<file path="src/rtl/main_memory_arbiter.sv">
// Two-port arbiter for a single main-memory port: core (port 0) and loader/debug (port 1).
// One command is in flight at a time. Writes take one bus cycle. Reads wait a fixed latency, then return data.
module main_memory_arbiter #(
  parameter int ADDR_W         = 8,
  parameter int DATA_W         = 16,
  parameter int READ_LAT       = 1,
  parameter int CORE_PRIORITY  = 1,
  parameter int MAX_CORE_BURST = 4
) (
  input  logic              clk,
  input  logic              reset,
  input  logic              req0_valid,
  input  logic              req0_we,
  input  logic [ADDR_W-1:0] req0_addr,
  input  logic [DATA_W-1:0] req0_wdata,
  output logic              req0_ready,
  output logic              req0_rvalid,
  output logic [DATA_W-1:0] req0_rdata,
  input  logic              req1_valid,
  input  logic              req1_we,
  input  logic [ADDR_W-1:0] req1_addr,
  input  logic [DATA_W-1:0] req1_wdata,
  output logic              req1_ready,
  output logic              req1_rvalid,
  output logic [DATA_W-1:0] req1_rdata,
  output logic              stall_core,
  output logic [ADDR_W-1:0] mem_addr,
  output logic              mem_we,
  output logic              mem_oe,
  output logic [DATA_W-1:0] mem_wdata,
  input  logic [DATA_W-1:0] mem_rdata
);

  typedef enum logic [1:0] {IDLE, WRITE, READ, RESP} state_e;

  localparam int LAT_W   = (READ_LAT > 1) ? $clog2(READ_LAT) : 1;
  localparam int STARV_W = (MAX_CORE_BURST > 0) ? $clog2(MAX_CORE_BURST + 1) : 1;
  localparam logic [LAT_W-1:0]   LAT_INIT  = LAT_W'(READ_LAT - 1);
  localparam logic [STARV_W-1:0] STARV_MAX = STARV_W'(MAX_CORE_BURST);

  state_e              state_q, state_d;
  logic [ADDR_W-1:0]   addr_q, addr_d;
  logic [DATA_W-1:0]   wdata_q, wdata_d;
  logic                port_q, port_d;
  logic [LAT_W-1:0]    lat_q, lat_d;
  logic [DATA_W-1:0]   rdata0_q, rdata0_d;
  logic [DATA_W-1:0]   rdata1_q, rdata1_d;
  logic [STARV_W-1:0]  starv_q, starv_d;
  logic                last_grant_q, last_grant_d;
  logic                grant1;
  logic                accept;

  // Arbitration decision, meaningful only when accept is high.
  always_comb begin
    grant1 = req1_valid;
    if (req0_valid && req1_valid) begin
      if (CORE_PRIORITY != 0) grant1 = (starv_q == STARV_MAX);
      else                    grant1 = ~last_grant_q;
    end
  end

  assign accept     = (state_q == IDLE) && (req0_valid || req1_valid);
  // Reset also gates the combinational handshake outputs, so every output reads 0 while reset is held.
  assign req0_ready = accept && !grant1 && !reset;
  assign req1_ready = accept &&  grant1 && !reset;
  assign stall_core = req0_valid && !req0_ready && !reset;

  assign mem_addr    = addr_q;
  assign mem_wdata   = wdata_q;
  assign mem_we      = (state_q == WRITE);
  assign mem_oe      = (state_q == WRITE);
  assign req0_rvalid = (state_q == RESP) && !port_q;
  assign req1_rvalid = (state_q == RESP) &&  port_q;
  assign req0_rdata  = rdata0_q;
  assign req1_rdata  = rdata1_q;

  always_comb begin
    // NOTE: every variable gets a default before the case, so no path can infer a latch.
    state_d      = state_q;
    addr_d       = addr_q;
    wdata_d      = wdata_q;
    port_d       = port_q;
    lat_d        = lat_q;
    rdata0_d     = rdata0_q;
    rdata1_d     = rdata1_q;
    last_grant_d = last_grant_q;
    unique case (state_q)
      IDLE: if (accept) begin
        port_d       = grant1;
        last_grant_d = grant1;
        addr_d       = grant1 ? req1_addr  : req0_addr;
        wdata_d      = grant1 ? req1_wdata : req0_wdata;
        lat_d        = LAT_INIT;
        state_d      = (grant1 ? req1_we : req0_we) ? WRITE : READ;
      end
      WRITE: state_d = IDLE;
      READ: begin
        if (lat_q == '0) begin
          if (port_q) rdata1_d = mem_rdata;
          else        rdata0_d = mem_rdata;
          state_d = RESP;
        end else begin
          lat_d = lat_q - 1'b1;
        end
      end
      RESP: state_d = IDLE;
      default: state_d = IDLE;
    endcase
  end

  // Starvation counter: core grants in a row while port 1 is kept waiting.
  always_comb begin
    starv_d = starv_q;
    if (!req1_valid)                                starv_d = '0;
    else if (accept && grant1)                      starv_d = '0;
    else if (accept && !grant1 && starv_q != STARV_MAX) starv_d = starv_q + 1'b1;
  end

  // NOTE: state registers use non-blocking assignments so all flops update from the same pre-edge values.
  always_ff @(posedge clk or posedge reset) begin
    if (reset) begin
      state_q      <= IDLE;
      addr_q       <= '0;
      wdata_q      <= '0;
      port_q       <= 1'b0;
      lat_q        <= '0;
      rdata0_q     <= '0;
      rdata1_q     <= '0;
      starv_q      <= '0;
      last_grant_q <= 1'b1;
    end else begin
      state_q      <= state_d;
      addr_q       <= addr_d;
      wdata_q      <= wdata_d;
      port_q       <= port_d;
      lat_q        <= lat_d;
      rdata0_q     <= rdata0_d;
      rdata1_q     <= rdata1_d;
      starv_q      <= starv_d;
      last_grant_q <= last_grant_d;
    end
  end

endmodule
</file>
<file path="config.mk">
export PLATFORM = sky130hd
export DESIGN_NAME = main_memory_arbiter
export DESIGN_NICKNAME = d
export VERILOG_FILES = /design/src/rtl/main_memory_arbiter.sv
export SDC_FILE = /design/constraint.sdc
export NUM_CORES = 1
export LEC_CHECK = 0
export ABC_AREA = 1
export CAP_MARGIN = 10
export CORE_ASPECT_RATIO = 1.75
export CORE_MARGIN = 5
export CORE_UTILIZATION = 41
export CTS_CLUSTER_SIZE = 24
export DETAILED_ROUTE_END_ITERATION = 10
export PLACE_DENSITY = 0.88
export SYNTH_ARGS = -nofsm -noshare
export SYNTH_HDL_FRONTEND = slang
export SYNTH_SLANG_ARGS = --single-unit
</file>
<file path="constraint.sdc">
create_clock -name clk -period 2.7 [get_ports clk]
set_clock_uncertainty 0.2 [all_clocks]
set_input_delay 0.27 -clock clk [delete_from_list [all_inputs] [get_ports clk]]
set_output_delay 0.27 -clock clk [all_outputs]
set_load 0.02 [all_outputs]
</file>
# [Word-level counts from Yosys, hierarchy flattened]
# Cells that the tools add are included.
# W data, S select, Z words.
[op_classes] add_sub_neg=2 n_eq_ne=8 n_mux=14 bitwise=2 reduce_logical=24
[ops] cell="$mux W16" count=1
[ops] cell="$logic_and A1 B1 Y1" count=11
[ops] cell="$mux W3" count=3
[ops] cell="$mux W8" count=1
[ops] cell="$mux W2" count=3
[ops] cell="$pmux W2 S3" count=1
[ops] cell="$reduce_and A2 Y1" count=3
[ops] cell="$reduce_and A3 Y1" count=2
[ops] cell="$eq A2 B2 Y1 const B" count=2
[ops] cell="$logic_not A1 Y1" count=4
[ops] cell="$mux W1" count=4
[ops] cell="$ne A2 B2 Y1 const B" count=2
[ops] cell="$add A3 B1 Y3 const B" count=1
[ops] cell="$eq A3 B3 Y1 const B" count=1
[ops] cell="$ne A3 B1 Y1 const B" count=1
[ops] cell="$ne A3 B3 Y1 const B" count=1
[ops] cell="$eq A2 B1 Y1 const B" count=1
[ops] cell="$logic_not A2 Y1" count=1
[ops] cell="$not A1 Y1" count=2
[ops] cell="$pmux W1 S2" count=1
[ops] cell="$reduce_bool A2 Y1" count=1
[ops] cell="$reduce_or A2 Y1" count=1
[ops] cell="$logic_or A1 B1 Y1" count=1
[ops] cell="$sub A1 B1 Y1 const B" count=1
[word_totals] register_bits=63 elab_cells=58

# [Longest topological paths before layout]
[depth] ltp_word=8 mapped_depth=9 mapped_depth_nobuf=8

# [Worst setup path before layout]
# No wires, ideal clock.
[synth_path] path_kind="input to output" start="input port reset" end="output port stall_core" arrival_time_ns=2.074 required_time_ns=2.230 path_slack_ns=0.156 stages=3 n_path_buf=0 path_cell_list="inv_1 -> nand2_1 -> a21oi_1"
[synth_between] elab_chain_len=5
[synth_lines] element="start: declaration" line_no="11" source="input logic reset,"
[synth_lines] element="$logic_not A1 Y1 (no line) (*)"
[synth_lines] element="$logic_and A1 B1 Y1" line_no="64" source="assign req0_ready = accept && !grant1 && !reset;"
[synth_lines] element="$logic_not A1 Y1" line_no="66" source="assign stall_core = req0_valid && !req0_ready && !reset;"
[synth_lines] element="$logic_and A1 B1 Y1" line_no="66"
[synth_lines] element="$logic_and A1 B1 Y1 (*)" line_no="66"
[synth_lines] element="end: declaration" line_no="26" source="output logic stall_core,"
# Every way passes the cells marked *; elsewhere a longest branch is shown, timed or not.

# [Worst setup path after layout]
[layout_path] start="register starv_q[0]" end="output port req1_ready"
[layout_between] elab_chain_len=4
[layout_lines] element="start: declaration" line_no="48" source="logic [STARV_W-1:0] starv_q, starv_d;"
[layout_lines] element="start signal: assignment" line_no="139" source="starv_q <= starv_d;"
[layout_lines] element="$eq A3 B3 Y1" line_no="57" source="if (CORE_PRIORITY != 0) grant1 = (starv_q == STARV_MAX);"
[layout_lines] element="$mux W1" line_no="56" source="if (req0_valid && req1_valid) begin"
[layout_lines] element="$logic_and A1 B1 Y1 (2 in a row)" line_no="65" source="assign req1_ready = accept && grant1 && !reset;"
[layout_lines] element="end: declaration" line_no="23" source="output logic req1_ready,"
# No other way between the ends.

==> results.json <==
{
  "grt_max_degree": 63,
  "period_minus_slack_ns": 2.52,
  "insertedDiodeCount": 0,
  "p_per_area_nw_per_um2": 1220,
  "clockPowerShare_pct": 21.8,
  "synth-warning-count": 0,
  "yosys-top-cells-area": "dfrtp_1 56%, nand2_1 10%, nand3_1 9.6%, o21ai_1 6.0%, nand4_1 5.9%",
  "h-tree-depth": 3,
  "dpl_cell_area_um2": 4150,
  "final.setup.tns_ns": 0,
  "syn_area_um2": 2780,
  "r2r_start": "state_q[0]",
  "dp_hpwl_um": 6030,
  "antenna_found_initial": 0,
  "nNetsFinal": 518,
  "worst_hold_slack_ns": 0.288,
  "p_seq_share_pct": 29.9,
  "synth_top_area_cell": "dfrtp_1",
  "relSlewSlack_pct": 48.4,
  "p_leak_nw": 2.05,
  "cts_buffers": 9,
  "fp.dieW_um": 72.2,
  "tightest_slew_ns": 0.774,
  "grt-ovfl-total": 0,
  "cp_max_fo": 7,
  "synth_top_area_share_pct": 55.9,
  "wirelength_um": 8290,
  "layout_commonest_cell": "clkdlybuf4s50_1",
  "ios": 133,
  "cts_buffer_depth": 2,
  "setup_viol": 0,
  "ys_types": 20,
  "maxSlewViolCount": 0,
  "coreArea_um2": 6590,
  "final_core_util_pct": 67.8,
  "p_sw_share_pct": 38.3,
  "r2r_cells": 7,
  "cts_tree": "done",
  "grt_usage_pct": 19.8,
  "ant_nets": 0,
  "pre_cts_ws_ns": 0.291,
  "hp-start": "mem_addr[5]",
  "firstDrtPassIters": 6,
  "ctsResizeCount": 0,
  "layout_common_cells": "132 x clkdlybuf4s50_1, 74 x nand2_1, 62 x dfrtp_1",
  "pwr-share-comb_pct": 48.3,
  "cts.sinks": 62,
  "place_congestion": 0.727,
  "ir_worst_vdd_mv": 0.624,
  "syn_nets": 388,
  "syn_to_final_growth_pct": 61.0,
  "post_cts_buffers": 0,
  "dieArea_um2": 8580,
  "ys_seq_elements": 62,
  "status": "complete, no violations",
  "start_kind": "flip-flop",
  "start_util_pct": 42.1,
  "hp-class": "flip-flop to flip-flop",
  "p_int_mw": 3.37,
  "critPathRequiredTime_ns": 2.23,
  "design_area_um2": 4470,
  "syn_area_per_cell_um2": 8.78,
  "total_power_mw": 5.46,
  "r2r_setup_slack_ns": 0.91,
  "hold_viol": 0,
  "fill_cells": 510,
  "grt_pass1_wl_um": 13500,
  "cts.reportedPaths.clkPinSlew_ns": 0.05,
  "first_global_vias": 2842,
  "vias_per_cell": 5.14,
  "wl_per_cell_um": 15.6,
  "clkLatencyLatePin_ns": 0.32,
  "period_share_pct": 93.4,
  "worstHoldPathCells": 2,
  "critical_path.endpoint_type": "output pin",
  "vias": 2738,
  "critPathKind": "flip-flop to output pin",
  "cts_root_buf": "clkbuf_16",
  "maxCapViolCount": 0,
  "timing.fmax_mhz": 397,
  "p_sw_mw": 2.09,
  "seq_area_frac_synth_pct": 55.9,
  "dpl.cell_count": 517,
  "arrival_ns": 2.05,
  "die_y_um": 119,
  "min_to": "mem_addr[5]",
  "r2r-end": "mem_wdata[1]",
  "row_count": 39,
  "drive_above_1_share_pct": 8.20,
  "synth_cells": 316,
  "cts_hold_buf": 0,
  "initialDrtViolationCount": 185,
  "fin_ws_ns": 0.179,
  "rsz0062_at_grt": "false",
  "numPortBuffers": 132,
  "fin_cells": 533,
  "drc": 0
}
-- critical path: stages, from the launching register on --
cell and delay, ns:
dfrtp_1 0.39, inv_1 0.08, ha_1 0.14, nand2_1 0.05, nand2_1 0.09, buf_4 0.16, nand3_1 0.11, nor2_1 0.11
clkdlybuf4s50_1 0.61
-- routing by layer --
layer	GRT usage, %	vias to the layer above	part of all wire, %
li1	-	1320	-
met5	0	-	0
met1	21.7	1285	36
met4	6.71	0	1.8
met3	5.48	13	7.4
met2	35.6	120	55
-- registers in the layout, indices dropped and copies added, names as in the netlist --
signal,count
mem_wdata,16
req0_rdata,16
req1_rdata,16
mem_addr,8
starv_q,3
state_q,2
port_q,1
-- cell type report --
type / instances / area (um^2) / share of cell area, %
Multi-Input combinational cell: 204 / 992 / 22.2
Clock inverter: 3 / 40.0 / 0.896
Timing Repair Buffer: 142 / 1400 / 31.3
Inverter: 27 / 104 / 2.32
Sequential cell: 62 / 1550 / 34.7
Tap cell: 82 / 103 / 2.30
Clock buffer: 13 / 280 / 6.27
-- Yosys cell counts --
cell type,number
xnor2_1,1
dfrtp_1,62
nor2_8,1
nor2_1,7
buf_6,1
nand4_1,26
buf_4,6
a21oi_1,2
inv_1,22
clkbuf_1,5
nand2_2,1
inv_4,1
nand3_1,53
nor2_2,2
nor3_1,2
inv_2,4
ha_1,2
buf_2,11
o21ai_1,33
nand2_1,74
-- how the worst max path moves through the flow --
stage,end,start,slack [ns],depth (start not counted)
3_5_place_dp,stall_core,req1_valid,0.29,5
4_1_cts,req1_ready,starv_q[0],0.15,8
6_report,req1_ready,starv_q[0],0.18,8
2_1_floorplan,stall_core,reset,0.16,3
5_1_grt,req1_ready,starv_q[0],0.09,8
3_3_place_gp,stall_core,req1_valid,0.30,5
-- cell families after synthesis --
group,count (synthesis),synth area share (%)
buffers and inverters,50,8.43
adder cells (fa/ha/maj),2,0.902
flip-flops,62,55.9
AND/OR/NAND/NOR,166,28.1
AO/OA/AOI/OAI,35,6.31
XOR/XNOR,1,0.316
-- power by group through the flow --
stage	clock network (mW)	logic [mW]	registers, mW
final	1.19	2.64	1.63
after global routing	1.26	2.84	1.70
after CTS	1.21	2.67	1.63
after detailed placement	0	2.66	1.64
after global placement	0	2.59	1.63
after floorplan	0	0.948	2.13
(Power assumes the default switching activity.)
